==> src/rtl/fetch_unit.sv <==
// Instruction-fetch front end: owns the fetch PC, issues one-cycle-latency imem
// reads and queues returned instructions with their PCs for decode.
module fetch_unit #(
  parameter int                 XLEN     = 32,
  parameter int                 ILEN     = 32,
  parameter int                 DEPTH    = 4,
  parameter logic [XLEN-1:0]    RESET_PC = '0
) (
  input  logic                       clk_i,
  input  logic                       rst_i,
  input  logic                       start_i,
  input  logic                       redirect_i,
  input  logic [XLEN-1:0]            redirect_pc_i,
  output logic                       imem_req_o,
  output logic [XLEN-1:0]            imem_addr_o,
  input  logic [ILEN-1:0]            imem_instr_i,
  output logic [ILEN-1:0]            instr_o,
  output logic [XLEN-1:0]            pc_o,
  output logic                       valid_o,
  input  logic                       ready_i,
  output logic [$clog2(DEPTH+1)-1:0] count_o
);

  localparam int PTR_W = $clog2(DEPTH);
  localparam int CNT_W = $clog2(DEPTH+1);

  logic [XLEN-1:0]  fetch_pc_p0;
  logic             vld_p1;
  logic [XLEN-1:0]  pc_p1;
  logic [ILEN-1:0]  q_instr [DEPTH];
  logic [XLEN-1:0]  q_pc    [DEPTH];
  logic [PTR_W-1:0] rd_ptr, wr_ptr;
  logic [CNT_W-1:0] count;
  logic [CNT_W:0]   credits_used;
  logic             issue, push, pop;

  // Credits count the in-flight request so a full queue can never be overrun.
  assign credits_used = {1'b0, count} + (CNT_W+1)'(vld_p1);
  assign issue        = start_i & ~redirect_i & ~rst_i & (credits_used < (CNT_W+1)'(DEPTH));
  assign push         = vld_p1 & ~redirect_i & ~rst_i;
  assign valid_o      = (count != '0) & ~redirect_i & ~rst_i;
  assign pop          = valid_o & ready_i;

  assign imem_req_o  = issue;
  assign imem_addr_o = fetch_pc_p0;
  assign instr_o     = valid_o ? q_instr[rd_ptr] : '0;
  assign pc_o        = valid_o ? q_pc[rd_ptr]    : '0;
  assign count_o     = count;

  // Stage p0 -> p1: fetch PC and the request in flight to imem
  always_ff @(posedge clk_i) begin
    if (rst_i) begin
      fetch_pc_p0 <= RESET_PC;
      vld_p1      <= 1'b0;
    end else if (redirect_i) begin
      fetch_pc_p0 <= redirect_pc_i & ~XLEN'(3);
      vld_p1      <= 1'b0;
    end else begin
      vld_p1 <= issue;
      if (issue) fetch_pc_p0 <= fetch_pc_p0 + XLEN'(4);
    end
  end

  always_ff @(posedge clk_i) begin
    if (issue) pc_p1 <= fetch_pc_p0;
  end

  // Stage p1 -> queue: response capture and head consumption
  always_ff @(posedge clk_i) begin
    if (push) begin
      q_instr[wr_ptr] <= imem_instr_i;
      q_pc[wr_ptr]    <= pc_p1;
    end
  end

  always_ff @(posedge clk_i) begin
    if (rst_i || redirect_i) begin
      rd_ptr <= '0;
      wr_ptr <= '0;
      count  <= '0;
    end else begin
      if (push) wr_ptr <= wr_ptr + PTR_W'(1);
      if (pop)  rd_ptr <= rd_ptr + PTR_W'(1);
      case ({push, pop})
        2'b10:   count <= count + CNT_W'(1);
        2'b01:   count <= count - CNT_W'(1);
        default: count <= count;
      endcase
    end
  end

  always_ff @(posedge clk_i) begin
    if (!rst_i) begin
      assert (!(push && !pop && count == CNT_W'(DEPTH)));
      assert (count <= CNT_W'(DEPTH));
      assert (!valid_o || pc_o[1:0] == 2'b00);
    end
  end

endmodule

==> config.mk <==
export PLATFORM = sky130hd
export DESIGN_NAME = fetch_unit
export DESIGN_NICKNAME = d
export VERILOG_FILES = /design/src/rtl/fetch_unit.sv
export SDC_FILE = /design/constraint.sdc
export NUM_CORES = 1
export LEC_CHECK = 0
export CAP_MARGIN = 20
export CORE_MARGIN = 10
export CORE_UTILIZATION = 40
export CTS_CLUSTER_SIZE = 8
export DETAILED_ROUTE_END_ITERATION = 12
export GPL_ROUTABILITY_DRIVEN = 0
export PLACE_DENSITY = 0.72
export SKIP_CTS_REPAIR_TIMING = 1
export SLEW_MARGIN = 20
export SYNTH_ARGS = -nofsm -noshare
export SYNTH_HDL_FRONTEND = slang
export SYNTH_SLANG_ARGS = --single-unit
export TNS_END_PERCENT = 30
==> constraint.sdc <==
create_clock -name clk_i -period 3.8 [get_ports clk_i]
set_clock_uncertainty 0.15 [all_clocks]
set_input_delay 0.38 -clock clk_i [delete_from_list [all_inputs] [get_ports clk_i]]
set_output_delay 0.38 -clock clk_i [all_outputs]
set_load 0.005 [all_outputs]
Word level (Yosys, flattened, before mapping)
Memories as Yosys holds them, arrays and structs flattened. A register that Yosys moved wholly into a read port is not among the register bits.
Index checks and enable logic that the tools add are counted.
Cells by class
  $add $sub $neg: 6
  order comparisons: 1
  eq/ne operators: 2
  muxes and demuxes: 11
  bitwise logic cells: 10
  reductions and logical operators: 5
Operator list (count)
  $mux 32: 4
  $add 32x3->32 const B: 1
  $and 1x1->1: 8
  $mux 2: 4
  $pmux 3 s2: 1
  $add 2x1->2 const B: 2
  $add 3x1->4: 1
  $lt 4x3->1 const B: 1
  $reduce_bool 2->1: 2
  $add 3x1->3 const B: 1
  $reduce_bool 3->1: 1
  $sub 3x1->3 const B: 1
  $eq 2x1->1 const B: 1
  $eq 2x2->1 const B: 1
  $mux 1: 2
  $not 1->1: 2
  $reduce_or 2->1: 1
  $logic_or 1x1->1: 1
Storage, ports and cells
  register bits after elaboration: 72
  memory bits (writable): 256
  output and inout port bits: 101
  logic and storage cells: 44
  memories: 2
Memory list
  q_instr: depth 4, bits a word 32, read ports 1, clocked after memory_dff 1, wr ports 1, line 30  | logic [ILEN-1:0] q_instr [DEPTH];
  q_pc: depth 4, bits a word 32, read ports 1, clocked after memory_dff 1, wr ports 1, line 31  | logic [XLEN-1:0] q_pc [DEPTH];

Logic depth before layout (Yosys ltp)
Gate-level depths: netlist (run 1).
  depth in word-level cells: 6
  gate-level depth with buffers: 11
  gate-level depth less buffers: 9

Least setup slack after synthesis (run 1)
No wires, ideal clock.
  path type: input port to flip-flop
  from: input redirect_i
  to: memory q_instr[0][0] (enable)
  setup time: 0.427 ns
  arrival: 2.313 ns
  setup slack: 0.911 ns
  stages: 3
  buffers on the path: 1
  cell sequence: clkbuf_1 nor2_1 and3_1
Between the ends
  longest elaborated chain between the ends: 5
RTL lines
  start, declared: line 12  | input logic redirect_i,
  $not 1->1: line 40  | assign push = vld_p1 & ~redirect_i & ~rst_i;
  $and 1x1->1 (2 in a row): line 40
  $mux 1: line 70  | if (push) begin
  $mux 1 (implied by the code): line 71  | q_instr[wr_ptr] <= imem_instr_i;
  end, declared: line 30
No other way between the ends.

==> out/qor.txt, run 1 <==
Final period demand of the worst path: 3.25 ns
Maxcap violations: 0
Synth Area in Compound Gates: 0.0199
Post-Syn Instances: 689
Vias in the first global route: 7,030
Post-DP HPWL: 17,900 µm
Pleak: 5.05 nW
Core ar.: 0.0307 mm²
Drt initial violations: 392
Aggregate negative setup slack: 0 ns
P per Cell Area: 479 mW/mm²
Die width: 196 µm
Gr ovfl total: 0
CTS tree: built
Worst Path Required: 3.27 ns
Synth Cell Area: 0.0124 mm²
Part of the cycle the worst path needs: 0.854
Largest cells by area after synthesis: edfxtp_1 (67%), mux4_2 (11%), dfxtp_1 (6.4%)
Slew at the pin with the worst max-slew slack: 0.656 ns
Die H: 196 µm
Setup WS pre-CTS: 0.724 ns
Worst skew pair latency: 0.52 ns
Top FF cell, synth: edfxtp_1
Fin. Hold Viols: 0
Final nets: 963
Worst hold path cell count: 3
Hold_sp: redirect_pc_i[7]
Router iterations before antenna repair: 4
Count leader, synth: edfxtp_1
ANT nets after route: 0
Finished Core Util: 0.519
DRT Wirelength: 26,700 µm
Initial core utilization: 0.406
# diodes: 0
Crit path DAT: 2.72 ns
Commonest cells post-synth: edfxtp_1 (278), and2_1 (68), mux4_2 (62)
Die Area: 0.0386 mm²
Post-synthesis xor/xnor area fraction: 0.0232
Initial antenna violation count: 1
First-pass GRT wire length: 41,800 µm
Post-synth cell types: 42
Std cell rows: 64
CTS Buffer Depth: 3
Maximum VDD drop: 0.260 mV
Mux contribution to synthesized area: 0.114
Largest net degree at the start of global routing: 45
Reg clk slew, reported paths: 0.05 ns
Wirelength per Cell: 20.5 µm
Total track usage: 0.137
Share of the synthesized area in the top cell type: 0.671
Routed via count: 6,619
Post-synth top area cell: edfxtp_1
# setup viols final: 0
I/O pin count: 170
Worst setup SP type: flip-flop
Synthesized area per cell: 18.1 µm²
Synth Register Bits: 318
EDFF count, synth: 278
Share of cells above drive strength 1: 0.162
Fillers: 2,504
Vias per cell: 5.08
Warning count from the yosys run: 0
CP Max Fanout: 23
Largest family of logic cells by synthesized area: multiplexers
CP Capture Type: output port
DRC viols: 0
FF-to-FF Start: imem_addr_o[3]
# clock sinks: 318
Synth Area in Adders: 0.00764
Reg2reg setup slack: 1.14 ns
Post-Synth Simple-Gate Area: 0.0831
Layout area overhead: 28.0%
I/O Buffers: 163
Ys async rst share: 0
Worst min-delay path endpoint: imem_addr_o[7]
CTS Root Cell: clkbuf_16
Worst r2r dst: imem_addr_o[10]
Slew Viols, Final: 0
Hold Path Class: in2reg
Status: finished, final reports clean
Sequential area share after synthesis: 0.735
Achievable frequency: 308 MHz
Final worst slack: 0.553 ns
Critical path class: reg2out
CTS Buf Count: 45
Worst r2r path cells: 5
Rel. slew slack: 0.559
RSZ-0062 raised after global routing: no
# H-tree levels: 2
-- area by class of cell --
class / instances / area, µm² / share of cell area
Sequential cell: 318 / 9160 / 0.575
Multi-Input combinational cell: 327 / 3120 / 0.196
Timing Repair Buffer: 185 / 1870 / 0.118
Clock buffer: 65 / 1200 / 0.0754
Tap cell: 396 / 495 / 0.0311
Clock inverter: 3 / 41.3 / 0.00259
Inverter: 10 / 37.5 / 0.00236
-- worst max-delay path by stage --
stage	endpoint	slack, ns	depth (start not counted)
after floorplan	q_instr[0][0]	0.91	3
after global placement	pc_o[9]	0.73	6
after detailed placement	pc_o[9]	0.72	6
after CTS	pc_o[30]	0.47	4
after global routing	pc_o[26]	0.35	4
final	pc_o[28]	0.55	4
-- cell usage in the layout, fill, tap and decap left out, types with 18 or more instances in the layout --
| cell type | netlist | layout |
|---|---|---|
| dfxtp_1 | 40 | 38 |
| mux4_2 | 62 | 62 |
| clkbuf_16 | 0 | 45 |
| xnor2_1 | 21 | 21 |
| clkdlybuf4s50_1 | 0 | 163 |
| nor2_1 | 37 | 36 |
| edfxtp_1 | 278 | 278 |
| a211oi_1 | 18 | 18 |
| and2_1 | 68 | 68 |
| clkbuf_1 | 23 | 20 |
| nand2_1 | 20 | 20 |
-- report_power, final --
group	internal, mW	switching (mW)	total [mW]	leakage [nW]
logic	0.137	0.0963	0.233	1.61
registers	3.84	0.0534	3.89	2.85
clock network	2.16	1.35	3.51	0.596
total	6.13	1.50	7.63	5.05
-- critical path, cell delays in order, from the launching register on --
cell and delay (ns):
dfxtp_4 0.70, buf_12 0.29, mux4_2 0.56, and2_1 0.18, clkdlybuf4s50_1 0.44
-- per-stage QoR --
stage / hold slack [ns] / power [mW] / area (µm²) / cells
after CTS: 0.244 / 7.72 / 15900 / 1304
final: 0.262 / 7.63 / 15900 / 1304
after global routing: 0.275 / 7.90 / 15900 / 1304
after floorplan: 0.309 / 4.02 / 12500 / 692
after global placement: 0.313 / 4.18 / 14700 / 1236
after detailed placement: 0.327 / 4.19 / 14700 / 1236
-- registers in the layout (all words and copies together), names as in the netlist, named ones only --
name and flops:
imem_addr_o 30, pc_p1 30, wr_ptr 2, rd_ptr 2, count_o 3, vld_p1 1
q_pc 120, q_instr 128
-- cells by family after synthesis --
family / after synthesis
DFF: 318
and+or+nand+nor: 183
muxes: 64
buffers and inverters: 47
AOI/OAI and AO/OA: 36
xor gates and xnor gates: 33
adders and majority gates: 7
other: 1
-- metal layers --
| layer | global-route usage | wire (µm) | vias up |
|---|---|---|---|
| met3 | 0.0433 | 2010 | 34 |
| met4 | 0.0382 | 396 | 0 |
| li1 | - | - | 3083 |
| met5 | 0 | 0 | - |
| met1 | 0.187 | 12000 | 3303 |
| met2 | 0.208 | 12300 | 199 |
Power figures use the tool's default switching activity.
==> run 2, diff against run 1 <==
--- a/config.mk
+++ b/config.mk
@@ -8,10 +8,11 @@
 export CAP_MARGIN = 20
 export CORE_MARGIN = 10
 export CORE_UTILIZATION = 40
-export CTS_CLUSTER_SIZE = 8
+export CTS_CLUSTER_SIZE = 40
 export DETAILED_ROUTE_END_ITERATION = 12
+export DONT_BUFFER_PORTS = 1
 export GPL_ROUTABILITY_DRIVEN = 0
-export PLACE_DENSITY = 0.72
+export PLACE_DENSITY = 0.65
 export SKIP_CTS_REPAIR_TIMING = 1
 export SLEW_MARGIN = 20
 export SYNTH_ARGS = -nofsm -noshare
==> out/qor.txt, run 2 (synthesized netlist as in run 1, its figures left out) <==
Status: finished, final reports clean
Total track usage: 0.135
ANT nets after route: 0
Hold Path Class: in2reg
Final nets: 864
Psw: 1.44 mW
Multi-input combinational cell area: 0.00312 mm²
Commonest non-fill, non-tap cell in the layout: edfxtp_1
Reg clk slew, reported paths: 0.06 ns
First-pass GRT wire length: 40,200 µm
Die H: 196 µm
CP Capture Type: flip-flop
CTS Root Cell: clkbuf_16
P per Cell Area: 498 mW/mm²
Core ar.: 0.0307 mm²
Routed via count: 6,370
CTS Buf Count: 34
Max reg flops: 128
Critical path class: reg2reg
Comb pwr share: 0.026
CTS tree: built
Fin. Hold Viols: 0
Initial core utilization: 0.406
Post-DP HPWL: 16,600 µm
Wirelength per Cell: 22.7 µm
Vias per cell: 5.27
Part of the cycle the worst path needs: 0.837
Layout Cell Area excl Fill: 0.0150 mm²
Setup WS pre-CTS: 1.21 ns
Largest net degree at the start of global routing: 65
Initial antenna violation count: 0
Pleak: 4.75 nW
Maxcap violations: 0
Fillers: 2,527
Std cell rows: 64
Final period demand of the worst path: 3.18 ns
Slew at the pin with the worst max-slew slack: 1.03 ns
# H-tree levels: 2
RSZ-0062 raised after global routing: no
CP Max Fanout: 7
DRT Wirelength: 27,500 µm
Vias in the first global route: 6,419
Gr ovfl total: 0
Worst Path Required: 4.11 ns
# setup viols final: 0
DRC viols: 0
Commonest non-fill, non-tap cells in the layout: edfxtp_1 (278), dlygate4sd3_1 (86), and2_1 (68)
Layout area overhead: 20.2%
Finished Layout Cells: 1,209
Worst r2r path cells: 6
Crit path DAT: 3.49 ns
Die Area: 0.0386 mm²
# clock sinks: 318
Slew Viols, Final: 0
Clock power share: 0.452
Sequential Power Share: 0.522
Achievable frequency: 314 MHz
Hold Slack: 0.0358 ns
Share of cells above drive strength 1: 0.171
Worst hold path cell count: 2
Net Sw Frac: 0.193
Die width: 196 µm
Final worst slack: 0.620 ns
Largest Register: q_instr
I/O Buffers: 0
# diodes: 0
Worst skew pair latency: 0.51 ns
Internal: 6.01 mW
Drt initial violations: 280
CTS Buffer Depth: 3
Rel. slew slack: 0.311
Placed Cells: 1,061
Aggregate negative setup slack: 0 ns
Worst setup SP type: flip-flop
Maximum VDD drop: 0.401 mV
Largest regs: q_instr: 128 flops, q_pc: 120 flops
Post-DP Area: 0.0129 mm²
I/O pin count: 170
Router iterations before antenna repair: 4
Reg area: 0.00916 mm²
## run 2: area by class of cell
| type | instances | share of cell area |
|---|---|---|
| Clock buffer | 49 | 0.0655 |
| Clock inverter | 12 | 0.0127 |
| Inverter | 10 | 0.00251 |
| Multi-Input combinational cell | 327 | 0.209 |
| Sequential cell | 318 | 0.612 |
| Tap cell | 396 | 0.0331 |
| Timing Repair Buffer | 97 | 0.0648 |
## run 2: critical path: stages, from the launching register on
cell	delay (ns)
dfxtp_1	0.54
ha_1	0.26
nand4_1	0.36
or4b_1	0.67
or3_1	0.33
a311oi_1	0.24
dlygate4sd3_1	0.57
## run 2: metal layers
| layer | vias up | share of wire | track usage |
|---|---|---|---|
| met3 | 41 | 0.078 | 0.0507 |
| met2 | 205 | 0.48 | 0.217 |
| li1 | 2891 | - | - |
| met4 | 0 | 0.018 | 0.0365 |
| met5 | - | 0 | 0 |
| met1 | 3233 | 0.42 | 0.170 |
## run 2: metrics by stage
step | utilization | power, mW
finish | 0.488 | 7.45
global route | 0.488 | 7.71
CTS | 0.459 | 7.45
detailed placement | 0.421 | 4.06
global placement | 0.421 | 4.06
floorplan | - | 4.02
## run 2: power groups by stage
stage / clock [mW] / combinational (mW) / sequential (mW)
6_report: 3.37 / 0.192 / 3.89
5_1_grt: 3.60 / 0.211 / 3.90
4_1_cts: 3.47 / 0.0922 / 3.89
3_5_place_dp: 0 / 0.0918 / 3.97
3_3_place_gp: 0 / 0.0907 / 3.96
2_1_floorplan: 0 / 0.0813 / 3.94
## run 2: final timing paths
path,slack (ns),to,start
max,0.62,imem_addr_o[10],imem_addr_o[2]
min,0.04,imem_addr_o[24],rst_i
max reg2reg,0.62,imem_addr_o[10],imem_addr_o[2]
min reg2reg,0.34,q_pc[2][9],pc_p1[9]
==> run 3, diff against run 2 <==
==> constraint.sdc (replaced) <==
create_clock -name clk_i -period 3.29 [get_ports clk_i]
set_clock_uncertainty 0.15 [all_clocks]
set_input_delay 0.329 -clock clk_i [delete_from_list [all_inputs] [get_ports clk_i]]
set_output_delay 0.329 -clock clk_i [all_outputs]
set_load 0.005 [all_outputs]
==> out/qor.txt, run 3 (synthesized netlist as in run 1, its figures left out) <==
Top Family by Delay on Critical Path: simple AND/OR/NAND/NOR gates
Fin. Hold Viols: 2
Status: finished, violations left
Rel. slew slack: 0.505
CTS Buf Count: 35
CTS Root Cell: clkbuf_16
RSZ-0062 raised after global routing: no
Gr ovfl total: 0
Routed via count: 6,457
FF-to-FF Start: imem_addr_o[3]
DRC viols: 0
Initial core utilization: 0.406
CTS Buffer Depth: 3
Worst Path Required: 3.60 ns
Critical Path Max Stage Delay: 0.63 ns
Core ar.: 0.0307 mm²
Initial antenna violation count: 1
# diodes: 0
First-pass GRT wire length: 40,400 µm
Total track usage: 0.136
Slew at the pin with the worst max-slew slack: 0.735 ns
Maximum VDD drop: 0.351 mV
Largest net degree at the start of global routing: 65
Final nets: 870
Layout area overhead: 21.2%
CP Max Fanout: 7
Router iterations before antenna repair: 5
P per Cell Area: 574 mW/mm²
Die H: 196 µm
Max reg flops: 128
Aggregate negative setup slack: 0 ns
Std cell rows: 64
Die Area: 0.0386 mm²
Worst setup SP type: flip-flop
Drt initial violations: 346
# H-tree levels: 2
Die width: 196 µm
Worst skew pair latency: 0.52 ns
Slew Viols, Final: 0
Hold Slack: -0.0131 ns
Worst r2r dst: imem_addr_o[10]
Final period demand of the worst path: 3.08 ns
CTS tree: built
Post-DP HPWL: 16,800 µm
I/O pin count: 170
# setup viols final: 0
Largest Register: q_instr
ANT nets after route: 0
# clock sinks: 318
Wirelength per Cell: 22.8 µm
Layout Cell Area excl Fill: 0.0151 mm²
Crit path DAT: 3.39 ns
Slowest CP cell: or4b_1
Stages on the worst setup path: 6
Commonest non-fill, non-tap cell in the layout: edfxtp_1
Total power draw: 8.66 mW
Part of the cycle the worst path needs: 0.936
Maxcap violations: 0
Cells along the critical path: ha_1 -> nand4_1 -> or4b_1 -> or3_1 -> a311oi_1 -> dlygate4sd3_1
Largest regs: q_instr: 128 flops, q_pc: 120 flops
Vias in the first global route: 6,448
Share of cells above drive strength 1: 0.172
Worst Path Buf+Inv: 1
Fillers: 2,506
Hold Path Class: in2reg
Vias per cell: 5.31
CP Capture Type: flip-flop
Critical Path Sink: imem_addr_o[10]
Failing checks: negative hold slack
Worst r2r path cells: 6
Commonest non-fill, non-tap cells in the layout: edfxtp_1 (278), dlygate4sd3_1 (89), and2_1 (68)
I/O Buffers: 0
Post-DP Area: 0.0130 mm²
Achievable frequency: 325 MHz
Reg clk slew, reported paths: 0.06 ns
DRT Wirelength: 27,700 µm
Reg2reg setup slack: 0.21 ns
Crit path launch: imem_addr_o[3]
Pleak: 4.80 nW
Critical path class: reg2reg
-- run 3: changes by cell type in the layout (fill, tap and decap cells not counted) --
cell | before | now
buf_12 | 2 | 9
buf_4 | 9 | 4
clkbuf_1 | 10 | 7
clkbuf_8 | 3 | 2
clkinv_1 | 0 | 5
clkinv_8 | 2 | 1
clkinvlp_4 | 3 | 2
dlygate4sd3_1 | 86 | 89
inv_6 | 0 | 3
-- run 3: worst min-delay path by stage --
stage / from / end / slack, ns / cells past startpoint
4_1_cts: rst_i / imem_addr_o[31] / -0.30 / 1
2_1_floorplan: imem_instr_i[0] / q_instr[0][0] / 0.28 / 0
5_1_grt: redirect_i / imem_addr_o[26] / 0.005 / 3
3_5_place_dp: rst_i / imem_addr_o[31] / 0.25 / 1
3_3_place_gp: rst_i / imem_addr_o[31] / 0.25 / 1
6_report: redirect_i / vld_p1 / -0.01 / 3
-- run 3: layout make-up --
class                      count  area, µm²  area share
clock inverter                18        211      0.0140
sequential                   318       9160       0.607
inverter                      10       37.5     0.00249
tap                          396        495      0.0329
multi-input combinational    327       3120       0.207
timing repair buffer         102       1100      0.0730
clock buffer                  45        955      0.0633
-- run 3: routing by layer --
layer,share of wire,global-route usage,vias to the layer above
li1,-,-,2904
met1,0.42,0.173,3280
met2,0.47,0.213,227
met3,0.083,0.0541,46
met4,0.021,0.0387,0
met5,0,0,-
-- run 3: metrics by stage --
stage / worst slack (ns) / hold WS, ns / utilization / std cells
after floorplan: 0.452 / 0.278 / - / 692
after global placement: 0.817 / 0.250 / 0.424 / 1063
after detailed placement: 0.775 / 0.252 / 0.424 / 1063
after CTS: 0.487 / -0.303 / 0.462 / 1126
after global routing: 0.102 / 0.00470 / 0.492 / 1216
final: 0.210 / -0.0131 / 0.492 / 1216
-- run 3: worst min-delay path, stage by stage --
cell,delay (ns)
nor2_1,0.07
nand2_1,0.15
inv_1,0.05
-- run 3: where the power goes --
group / internal [mW] / total, mW / switching, mW
Clock: 2.38 / 3.93 / 1.55
Sequential: 4.42 / 4.49 / 0.0724
Combinational: 0.127 / 0.235 / 0.108
